[config.mk]
export PLATFORM = sky130hd
export DESIGN_NAME = mem_access
export DESIGN_NICKNAME = d
export VERILOG_FILES = /design/src/rtl/mem_pkg.sv /design/src/rtl/mem_align.sv /design/src/rtl/mem_access.sv
export SDC_FILE = /design/constraint.sdc
export NUM_CORES = 1
export LEC_CHECK = 0
export ABC_AREA = 1
export ABC_CLOCK_PERIOD_IN_PS = 5100
export CAP_MARGIN = 20
export CORE_UTILIZATION = 46
export DETAILED_ROUTE_END_ITERATION = 16
export GPL_TIMING_DRIVEN = 1
export PLACE_DENSITY = 0.86
export SLEW_MARGIN = 0
export SYNTH_ARGS = -nofsm -noshare
export SYNTH_HDL_FRONTEND = slang
export SYNTH_SLANG_ARGS = --single-unit
export TNS_END_PERCENT = 1
[constraint.sdc]
create_clock -name clk_i -period 5.1 [get_ports clk_i]
set_clock_uncertainty 0.15 [all_clocks]
set_input_delay 1.02 -clock clk_i [delete_from_list [all_inputs] [get_ports clk_i]]
set_output_delay 1.02 -clock clk_i [all_outputs]
set_load 0.02 [all_outputs]
[src/rtl/mem_pkg.sv]
// Shared definitions for the MEM-stage data-memory access controller.
// Latency: none (types, constants and a pure function only).
// Backpressure: none.
// Contents: access size encodings, FSM state type, misalignment check.
package mem_pkg;

   // Access size encodings carried on Size_i. 2'b11 is reserved and behaves as a word.
   localparam logic [1:0] SZ_BYTE = 2'b00;
   localparam logic [1:0] SZ_HALF = 2'b01;
   localparam logic [1:0] SZ_WORD = 2'b10;

   typedef enum logic [1:0] {
      IDLE = 2'd0,
      BUSY = 2'd1,
      DONE = 2'd2
   } state_e;

   // True when the low address bits violate the natural alignment of the access size.
   function automatic logic misaligned(input logic [1:0] size, input logic [1:0] a);
      logic m;
      case (size)
         SZ_BYTE: m = 1'b0;
         SZ_HALF: m = a[0];
         SZ_WORD: m = (a != 2'b00);
         default: m = (a != 2'b00);
      endcase
      return m;
   endfunction

endpackage

[src/rtl/mem_align.sv]
// Byte-lane steering for stores and lane extraction plus sign/zero extension for loads.
// Latency: purely combinational.
// Backpressure: none; outputs follow the inputs.
// Ports: size_i/unsigned_i/lo_i describe the access, wdata_i is right-aligned store data,
//        rdata_i is the raw memory word; be_o/wdata_o drive the bus, rdata_o is the extended load value.
module mem_align (
   input  logic [1:0]  size_i,
   input  logic        unsigned_i,
   input  logic [1:0]  lo_i,
   input  logic [31:0] wdata_i,
   input  logic [31:0] rdata_i,
   output logic [3:0]  be_o,
   output logic [31:0] wdata_o,
   output logic [31:0] rdata_o
);
   import mem_pkg::*;

   logic [31:0] shifted;

   always_comb begin
      // Bring the addressed lane down to bit 0 before picking the width.
      shifted = rdata_i >> {lo_i, 3'b000};
      be_o    = 4'b1111;
      wdata_o = wdata_i;
      rdata_o = shifted;
      case (size_i)
         SZ_BYTE: begin
            be_o    = 4'b0001 << lo_i;
            wdata_o = {4{wdata_i[7:0]}};
            rdata_o = unsigned_i ? {24'b0, shifted[7:0]} : {{24{shifted[7]}}, shifted[7:0]};
         end
         SZ_HALF: begin
            be_o    = 4'b0011 << lo_i;
            wdata_o = {2{wdata_i[15:0]}};
            rdata_o = unsigned_i ? {16'b0, shifted[15:0]} : {{16{shifted[15]}}, shifted[15:0]};
         end
         default: begin
            // Word and reserved size: full-width pass-through, defaults already hold.
         end
      endcase
   end

endmodule

[src/rtl/mem_access.sv]
// MEM-stage load/store controller: turns EX/MEM requests into a req/ack memory transaction.
// Latency: zero-wait memory stalls the pipeline 2 cycles; each memory wait cycle adds one.
// Backpressure: Stall_o holds the upstream pipeline until DONE; WB_o squashed while stalled or faulted.
// Ports: EX/MEM side (MemRead_i, MemWrite_i, Size_i, Unsigned_i, Addr_i, WData_i, WB_i),
//        MEM_WB side (WB_o, Data_o), pipeline control (Stall_o, Misalign_o, BusErr_o),
//        data memory (dmem_req_o, dmem_we_o, dmem_addr_o, dmem_be_o, dmem_wdata_o, dmem_ack_i, dmem_rdata_i).
module mem_access #(
   parameter int unsigned ACK_TIMEOUT = 255
) (
   input  logic        clk_i,
   input  logic        rst_n_i,
   input  logic        MemRead_i,
   input  logic        MemWrite_i,
   input  logic [1:0]  Size_i,
   input  logic        Unsigned_i,
   input  logic [31:0] Addr_i,
   input  logic [31:0] WData_i,
   input  logic [1:0]  WB_i,
   output logic [1:0]  WB_o,
   output logic [31:0] Data_o,
   output logic        Stall_o,
   output logic        Misalign_o,
   output logic        BusErr_o,
   output logic        dmem_req_o,
   output logic        dmem_we_o,
   output logic [31:0] dmem_addr_o,
   output logic [3:0]  dmem_be_o,
   output logic [31:0] dmem_wdata_o,
   input  logic        dmem_ack_i,
   input  logic [31:0] dmem_rdata_i
);
   import mem_pkg::*;

   localparam logic [7:0] TIMEOUT_CNT = 8'(ACK_TIMEOUT);
   localparam logic       TIMEOUT_EN  = (ACK_TIMEOUT != 0);

   state_e      state_q, state_d;
   logic        req_q, req_d;
   logic        we_q, we_d;
   logic [31:0] addr_q, addr_d;
   logic [3:0]  be_q, be_d;
   logic [31:0] wdata_q, wdata_d;
   logic [31:0] data_q, data_d;
   logic        buserr_q, buserr_d;
   logic [7:0]  cnt_q, cnt_d;
   logic [7:0]  cnt_inc;

   logic        access;
   logic [3:0]  al_be;
   logic [31:0] al_wdata;
   logic [31:0] al_rdata;

   assign access = MemRead_i | MemWrite_i;

   // EX/MEM is frozen while stalled, so the live inputs still describe the access
   // when the ack arrives and can drive the load extraction directly.
   mem_align u_align (
      .size_i     (Size_i),
      .unsigned_i (Unsigned_i),
      .lo_i       (Addr_i[1:0]),
      .wdata_i    (WData_i),
      .rdata_i    (dmem_rdata_i),
      .be_o       (al_be),
      .wdata_o    (al_wdata),
      .rdata_o    (al_rdata)
   );

   always_comb begin
      state_d    = state_q;
      req_d      = req_q;
      we_d       = we_q;
      addr_d     = addr_q;
      be_d       = be_q;
      wdata_d    = wdata_q;
      data_d     = data_q;
      buserr_d   = 1'b0;
      cnt_d      = cnt_q;
      cnt_inc    = cnt_q + 8'd1;
      Stall_o    = 1'b0;
      WB_o       = WB_i;
      Misalign_o = 1'b0;

      case (state_q)
         IDLE: begin
            if (access) begin
               WB_o = 2'b00;
               if (misaligned(Size_i, Addr_i[1:0])) begin
                  // Faulting access: let the pipeline move on with write-back killed.
                  Misalign_o = 1'b1;
               end else begin
                  Stall_o = 1'b1;
                  req_d   = 1'b1;
                  we_d    = MemWrite_i;  // store wins when both requests are set
                  addr_d  = {Addr_i[31:2], 2'b00};
                  be_d    = al_be;
                  wdata_d = al_wdata;
                  cnt_d   = 8'd0;
                  state_d = BUSY;
               end
            end
         end
         BUSY: begin
            Stall_o = 1'b1;
            WB_o    = 2'b00;
            if (dmem_ack_i) begin
               req_d   = 1'b0;
               if (!we_q) begin
                  data_d = al_rdata;
               end
               state_d = DONE;
            end else if (TIMEOUT_EN && (cnt_inc == TIMEOUT_CNT)) begin
               req_d    = 1'b0;
               buserr_d = 1'b1;
               state_d  = DONE;
            end else begin
               cnt_d = cnt_inc;
            end
         end
         DONE: begin
            // BusErr is high exactly in the DONE cycle of an aborted access,
            // so it doubles as the abort marker for squashing write-back.
            if (buserr_q) begin
               WB_o = 2'b00;
            end
            state_d = IDLE;
         end
         default: begin
            state_d = IDLE;
         end
      endcase
   end

   always_ff @(posedge clk_i) begin
      if (!rst_n_i) begin
         state_q  <= IDLE;
         req_q    <= 1'b0;
         we_q     <= 1'b0;
         addr_q   <= 32'b0;
         be_q     <= 4'b0;
         wdata_q  <= 32'b0;
         data_q   <= 32'b0;
         buserr_q <= 1'b0;
         cnt_q    <= 8'b0;
      end else begin
         state_q  <= state_d;
         req_q    <= req_d;
         we_q     <= we_d;
         addr_q   <= addr_d;
         be_q     <= be_d;
         wdata_q  <= wdata_d;
         data_q   <= data_d;
         buserr_q <= buserr_d;
         cnt_q    <= cnt_d;
      end
   end

   assign dmem_req_o   = req_q;
   assign dmem_we_o    = we_q;
   assign dmem_addr_o  = addr_q;
   assign dmem_be_o    = be_q;
   assign dmem_wdata_o = wdata_q;
   assign Data_o       = data_q;
   assign BusErr_o     = buserr_q;

endmodule

# Yosys cells after proc, flatten, opt, wreduce, memory -nomap -nowiden
# Index checks and enable logic that the tools add are counted.
# word_totals
ff_bits	111
in_bits	106
output_inout_bits	107
wordCells	70
# op_classes
addsub	1
eq_ne	9
shifts	3
n_mux	33
bitwise	5
reduce_logical	10
# ops
op	n
32-bit one-hot mux with 2 select lines	2
32-bit 2-to-1 mux	2
8-bit 2-to-1 mux	4
32-bit by 5-bit >> shifter with 32-bit output	1
8-bit one-hot mux with 2 select lines	1
1-bit 2-to-1 mux	12
2-bit 2-to-1 mux	6
3-bit AND reduction	3
8-bit by 1-bit adder with 8-bit output, second input constant	1
8-bit equality test, second input constant	1
2-bit != test, second input constant	4
4-bit one-hot mux with 2 select lines	1
1-bit one-hot mux with 2 select lines	3
2-bit one-hot mux with 3 select lines	1
5-bit AND reduction	1
2-bit by 1-bit equality test with 1-bit output, second input constant	2
2-bit logical NOT	2
1-bit inverter	4
2-bit one-hot mux with 2 select lines	1
4-bit AND reduction	1
2-bit nonzero test	2
1-bit by 2-bit << shifter with 4-bit output, first input constant	1
2-bit by 2-bit << shifter with 4-bit output, first input constant	1
3-bit != test, second input constant	1
other kinds (3)	3

# Longest topological paths before layout
# Gate-level depths: netlist of run 1.
# depth
ltp_word	7
depth_mapped	13
ltp_nobuf	12

# Hierarchy
# A second synthesis of run 1 with hierarchy kept.
# hier_totals
cells_unflattened	795
area_unflattened_um2	5321.4
# by_module_without_submodules
module	n_inst	cells_per_inst	area_per_inst_um2	seq_area_each_um2
mem_access	1	544	4154.0	2222.1
mem_align	1	251	1167.4	0.0

# Least setup slack after synthesis of run 1
# Ideal clock, no wire load.
# synth_path
path_kind	in2out
startpoint	input port MemWrite_i
endpoint	output port Misalign_o
arrival_ns	1.862
required_time_ns	3.930
setup_slack_ns	2.068
cell_stages	3
n_path_buf	0
cell_sequence	nor2_1 -> nor3_1 -> a21boi_0
# synth_via
elab_chain_len	3
# synth_rtl
element	line_no	source
from (decl)	mem_access.sv:13	input logic MemWrite_i,
1-bit OR	mem_access.sv:53	assign access = MemRead_i | MemWrite_i;
1-bit 2-to-1 mux	mem_access.sv:85	if (access) begin
1-bit 2-to-1 mux	mem_access.sv:83	case (state_q)
to (decl)	mem_access.sv:22	output logic Misalign_o,
# No other way between the ends.

# Worst setup path in the final report of run 1
# layout_path
startpoint	input port Size_i[1]
endpoint	output port Misalign_o
# layout_via
elab_chain_len	7
elab_cells_between_ends	8
cone_classes	eq/ne: 1; mux: 6; reduce/logical: 1
# layout_rtl
element	line_no	source
from (decl)	mem_access.sv:14	input logic [1:0] Size_i,
2-bit by 1-bit equality test with 1-bit output / 2-bit logical NOT (equally long branches)	mem_pkg.sv:21	case (size)
1-bit one-hot mux with 2 select lines (*)	mem_pkg.sv:21	
1-bit 2-to-1 mux (*)	mem_access.sv:85	
1-bit 2-to-1 mux (*)	mem_access.sv:83	
1-bit 2-to-1 mux (*)	mem_access.sv:87	if (misaligned(Size_i, Addr_i[1:0])) begin
1-bit 2-to-1 mux (*)	mem_access.sv:85	
1-bit 2-to-1 mux (*)	mem_access.sv:83	
# Every way passes the cells marked *; elsewhere a longest branch is shown, timed or not. The select of a mux whose other input is x is not followed.

==> results of run 1 <==
==> metrics by stage <==
| step | utilization (%) | area, µm² | worst slack, ns | instances |
|---|---|---|---|---|
| 2_1_floorplan | - | 5070 | 2.07 | 736 |
| 3_3_place_gp | 68.2 | 7170 | 0.953 | 1039 |
| 3_5_place_dp | 68.2 | 7170 | 0.900 | 1039 |
| 4_1_cts | 69.9 | 7350 | 0.901 | 1055 |
| 5_1_grt | 70.1 | 7370 | 0.749 | 1056 |
| 6_report | 70.1 | 7370 | 0.904 | 1056 |
==> critical path: cells and delay by family <==
family | cells | cell delay, ns
compound gates | 1 | 0.17
buf+inv | 5 | 1.59
simple gates | 2 | 0.24
==> final timing paths <==
| kind | startpoint | end | slack, ns |
|---|---|---|---|
| worst max-delay path | Size_i[1] | Misalign_o | 0.90 |
| worst min-delay path | dmem_addr_o[14]$_SDFFE_PN0P_ | dmem_addr_o[14]$_SDFFE_PN0P_ | 0.34 |
| worst max register to register | state_q[1]$_SDFFE_PN0P_ | dmem_wdata_o[31]$_SDFFE_PN0P_ | 2.62 |
| worst min register to register | dmem_addr_o[14]$_SDFFE_PN0P_ | dmem_addr_o[14]$_SDFFE_PN0P_ | 0.34 |
==> cell usage in the layout (no fill, tap or decap) <==
master           synthesis  final
clkdlybuf4s50_1          0    209
nor2_1                 160    160
nand2_1                116    116
dfxtp_1                111    111
o21ai_0                104    104
inv_1                   55     55
a21oi_1                 53     53
nand3_1                 17     17
a31oi_1                 11     11
o21ai_1                 11     11
clkbuf_8                 0     10
a211oi_1                 8      8
buf_4                    8      8
o221a_2                  7      7
nand3_2                  4      4
inv_2                    3      3
nand2_2                  3      3
nand4_1                  3      3
nor2_2                   3      3
inv_6                    0      3
ha_1                     2      2
conb_1                   1      2
buf_12                   0      2
a22o_1                   1      1
nor3_1                   1      1
a21boi_0                 1      1
o21a_1                   1      1
o2111ai_1                1      1
o211a_1                  1      1
clkinv_1                 1      1
and2_1                   1      1
a41oi_1                  1      1
nor4_1                   1      1
o221ai_1                 1      1
clkinv_2                 0      1
clkinv_4                 0      1
clkbuf_1                29      1
buf_2                    9      1
==> final cells by class <==
type                       instances  area (µm²)  area share, %
multi-input combinational        514        2380           32.2
sequential                       111        2220           30.2
tap                              136         170           2.31
clock inverter                     5        40.0          0.543
clock buffer                      11         141           1.92
inverter                          59         221           3.01
timing repair buffer             220        2200           29.8
==> power by group <==
| group | internal, mW | switching, mW |
|---|---|---|
| combinational | 0.275 | 0.317 |
| sequential | 0.942 | 0.0380 |
| clock | 0.198 | 0.306 |
| total | 1.42 | 0.661 |
==> routing by layer <==
metal | vias to the layer above | GRT usage [%] | part of all wire, %
li1 | 2753 | - | -
met1 | 2430 | 34.5 | 44
met2 | 235 | 43.3 | 46
met3 | 30 | 7.17 | 8.1
met4 | 0 | 9.10 | 2.5
met5 | - | 0 | 0
==> registers in the layout, summed over array words and instances (netlist names) <==
name          cells
state_q           2
cnt_q             8
Data_o           32
dmem_wdata_o     32
BusErr_o          1
dmem_we_o         1
dmem_addr_o      30
dmem_req_o        1
dmem_be_o         4
==> cell families after synthesis <==
| logic type | share of synthesized area (%) |
|---|---|
| buf+inv | 9.33 |
| fa+ha+maj | 0.494 |
| flops | 43.9 |
| simple gates | 24.4 |
| other cells | 0.0740 |
| compound gates | 21.9 |
==> metrics.md, run 1 <==
| Metric | Value |
|---|---|
| Post-synth top cells | nor2_1 (160), nand2_1 (116), dfxtp_1 (111) |
| Die Width | 107 µm |
| Hold Buf Count CTS | 0 |
| Filler cell count in the final layout | 903 |
| Avg WL per Cell | 14.4 µm |
| WP data required | 3.93 ns |
| Root Buffer | clkbuf_8 |
| Design Power | 2.08 mW |
| Vias per cell | 5.16 |
| CTS tree | done |
| Clk sinks | 111 |
| Top post-synthesis cells by area | dfxtp_1 (44%), nor2_1 (12%), o21ai_0 (10%), nand2_1 (8.6%), a21oi_1 (5.2%) |
| # port buffers | 210 |
| Row cnt | 37 |
| Hpwl dp | 10.8 mm |
| Synth area leader | dfxtp_1 |
| Critical path class | in -> out |
| First-pass GRT wire length | 24.3 mm |
| Antenna cells | 0 |
| DRC Markers | 0 |
| Drt first pass iters | 5 |
| Synth warn | 0 |
| Vias | 5,448 |
| Total track usage | 26.8% |
| Routed Antenna Nets | 0 |
| Die height | 107 µm |
| # setup viols final | 0 |
| GPL Wtd Cong | 0.904 |
| Worst-skew pair later-pin latency | 0.36 ns |
| Worst Hold Slack | 0.339 ns |
| Synthesized area | 5070 µm² |
| Final WL | 15.2 mm |
| Flop and latch count out of synthesis | 111 |
| WP data arrival | 3.03 ns |
| Setup crit start kind | input pin |
| Avg Cell Area, Syn | 6.89 µm² |
| CTS clock-pin slew for the worst setup and hold paths | 0.10 ns |
| Post-synth cell types | 34 |
| Peak supply drop | 0.184 mV |
| Max_cap viols | 0 |
| Max H-tree Level | 3 |
| Die area | 11,400 µm² |
| Highest-delay cell along the critical path | clkdlybuf4s50_1 |
| Post-CTS Setup Bufs | 0 |
| Final Max Tran Viols | 0 |
| DR iter-0 viols | 340 |
| Largest net degree at the start of global routing | 77 |
| Hold Vio Cnt, Final | 0 |
| Worst-Margin Slew | 0.838 ns |
| Synth Instances | 735 |
| GR Overflow Total | 0 |
| Most frequent cell after synthesis | nor2_1 |
| R2r worst-path depth | 7 |
| Core Region | 10,500 µm² |
| Max Clk Rate | 238 MHz |
| Period utilization | 82.3% |
| Worst Setup End Kind | output pin |
| Share of layout cells above drive strength 1 | 5.00% |
| Hold path depth | 2 |
| Slowest stage delay, CP | 0.64 ns |
| Leak Pwr | 3.08 nW |
| Antenna violations before repair | 0 |
| CTS max path bufs | 2 |
| Synth top area share | 43.9% |
| Setup TNS | 0 ns |
| Initial Util | 48.2% |
| Critical path, cell by cell | clkdlybuf4s50_1 > buf_4 > inv_1 > nand2_1 > nor2_1 > inv_1 > a21boi_0 > clkdlybuf4s50_1 |
| Slew margin rel. | 44.1% |
| Min-delay worst type | reg -> reg |
| Post-synth EDFFs | 0 |
| CTS Buf Count | 9 |
| Post-synthesis sequential area ratio | 43.9% |
| RSZ-0062 raised after global routing | false |
| PD cells | 282 nW/µm² |
| Synth async-reset ratio | 0% |
| Outcome | completed |
| Layout Nets | 1,023 |
| Layout area overhead | 45.4% |
| Worst-path fanout max | 12 |
| Post-CTS Resized | 0 |
| # IOs | 213 |
| Ys flop type | dfxtp_1 |
| Final Critical Period | 4.20 ns |
| Vias in the first global route | 4,922 |
(Power assumes the default switching activity.)
==> run 2: changes to the inputs <==
Settings changed: ABC_CLOCK_PERIOD_IN_PS 5100 to 4100, CORE_UTILIZATION 46 to 43, PLACE_DENSITY 0.86 to 0.81.
Clock period 5.1 ns to 4.1 ns, I/O delays scaled along.
==> run 2 against run 1 <==
  * Power grew 35%
  * Final area grew 1.6%
  * Routed wire length grew 0.32%
  * Critical path depth shrank 3
  * Critical path type unchanged
  * Largest cell class unchanged
  * Largest power group unchanged
  * Highest routed layer unchanged
==> metrics.md, run 2 (synthesized netlist as in run 1, its figures left out) <==
| Metric | Value |
|---|---|
| Final Max Tran Viols | 0 |
| Worst-Margin Slew | 0.829 ns |
| Largest net degree at the start of global routing | 53 |
| Design Power | 2.80 mW |
| Critical path class | in -> out |
| Row cnt | 39 |
| Hold Buf Count CTS | 0 |
| GR Overflow Total | 0 |
| WP data arrival | 2.65 ns |
| Max Clk Rate | 276 MHz |
| # port buffers | 210 |
| PD cells | 374 nW/µm² |
| Antenna violations before repair | 0 |
| Post-CTS Resized | 0 |
| Outcome | completed |
| Final Critical Period | 3.62 ns |
| Filler cell count in the final layout | 1,042 |
| Layout Utilization | 65.3% |
| CTS max path bufs | 2 |
| CTS Buf Count | 9 |
| Setup crit start kind | input pin |
| Worst Hold Slack | 0.318 ns |
| Vias | 5,391 |
| Final Non-Filler Cells | 1,066 |
| Post-CTS Setup Bufs | 0 |
| Total track usage | 24.5% |
| Clk sinks | 111 |
| Die area | 12,200 µm² |
| Core Region | 11,500 µm² |
| WP data required | 3.13 ns |
| Slew margin rel. | 44.8% |
| Period utilization | 88.2% |
| Layout Nets | 1,026 |
| Most common cell after layout, fill and taps aside | clkdlybuf4s50_1 |
| Final WL | 15.2 mm |
| Vias in the first global route | 4,876 |
| Vias per cell | 5.06 |
| RSZ-0062 raised after global routing | false |
| Layout area overhead | 47.8% |
| Worst Setup End Kind | output pin |
| First-pass GRT wire length | 24.3 mm |
| Share of layout cells above drive strength 1 | 5.31% |
| Die Width | 111 µm |
| Routed Antenna Nets | 0 |
| Hpwl dp | 10.9 mm |
| # IOs | 213 |
| # setup viols final | 0 |
| Peak supply drop | 0.214 mV |
| Leak Pwr | 3.14 nW |
| Root Buffer | clkbuf_16 |
| Most frequent cells in the layout | clkdlybuf4s50_1 (209), nor2_1 (160), nand2_1 (116), dfxtp_1 (111), o21ai_0 (104) |
| Max_cap viols | 0 |
| Hold Vio Cnt, Final | 0 |
| GPL Wtd Cong | 0.894 |
| Die height | 111 µm |
| CTS clock-pin slew for the worst setup and hold paths | 0.07 ns |
| Avg WL per Cell | 14.3 µm |
| Worst-path fanout max | 5 |
| DR iter-0 viols | 410 |
| DRC Markers | 0 |
| Placed cell count | 1,050 |
| CTS tree | done |
| Initial Util | 44.2% |
| Setup TNS | 0 ns |
| Antenna cells | 0 |
| Max H-tree Level | 3 |
| Min-delay worst type | reg -> reg |
| Drt first pass iters | 4 |
| Worst-skew pair later-pin latency | 0.35 ns |
run 2: cell count changes in the layout (fill, tap and decap cells not counted):
| cell | delta |
|---|---|
| buf_12 | -1 |
| clkbuf_16 | +9 |
| clkinv_4 | +1 |
| clkbuf_8 | -9 |
| inv_6 | -1 |
| buf_4 | +4 |
run 2: critical path: stages:
cell,delay (ns)
clkdlybuf4s50_1,0.49
o21ai_0,0.48
nand3_2,0.14
nand2_1,0.10
clkdlybuf4s50_1,0.61
run 2: final timing paths:
check	startpoint	end	slack, ns	cells after the start
setup / recovery	Addr_i[0]	Stall_o	0.48	5
hold / removal	dmem_req_o$_SDFFE_PN0P_	dmem_req_o$_SDFFE_PN0P_	0.32	2
setup reg to reg	state_q[1]$_SDFFE_PN0P_	dmem_addr_o[10]$_SDFFE_PN0P_	1.89	7
hold reg to reg	dmem_req_o$_SDFFE_PN0P_	dmem_req_o$_SDFFE_PN0P_	0.32	2
run 2: layer usage:
metal / vias up / GRT usage (%) / wire length (µm)
met2: 185 / 39.5 / 6930
met1: 2420 / 32.1 / 6970
met4: 0 / 8.18 / 289
met3: 21 / 5.98 / 1040
li1: 2765 / - / -
met5: - / 0 / 0
run 2: layout make-up:
cell class	instances	area (µm²)	share of cell area [%]
tap	143	179	2.39
multi-input combinational	514	2380	31.7
inverter	59	221	2.96
sequential	111	2220	29.7
clock inverter	5	40.0	0.535
clock buffer	11	243	3.24
timing repair buffer	223	2210	29.5
run 2: where the power goes:
part | switching, mW | total, mW | internal [mW] | leakage [nW]
combinational | 0.393 | 0.736 | 0.343 | 2.09
sequential | 0.0478 | 1.22 | 1.17 | 0.912
clock | 0.408 | 0.843 | 0.436 | 0.140
total | 0.848 | 2.80 | 1.95 | 3.14
run 2: metrics by stage:
stage | cell area [µm²] | setup WS [ns]
detailed placement | 7210 | 0.507
CTS | 7490 | 0.490
global placement | 7210 | 0.512
global route | 7490 | 0.382
finish | 7490 | 0.483
floorplan | 5070 | 1.47
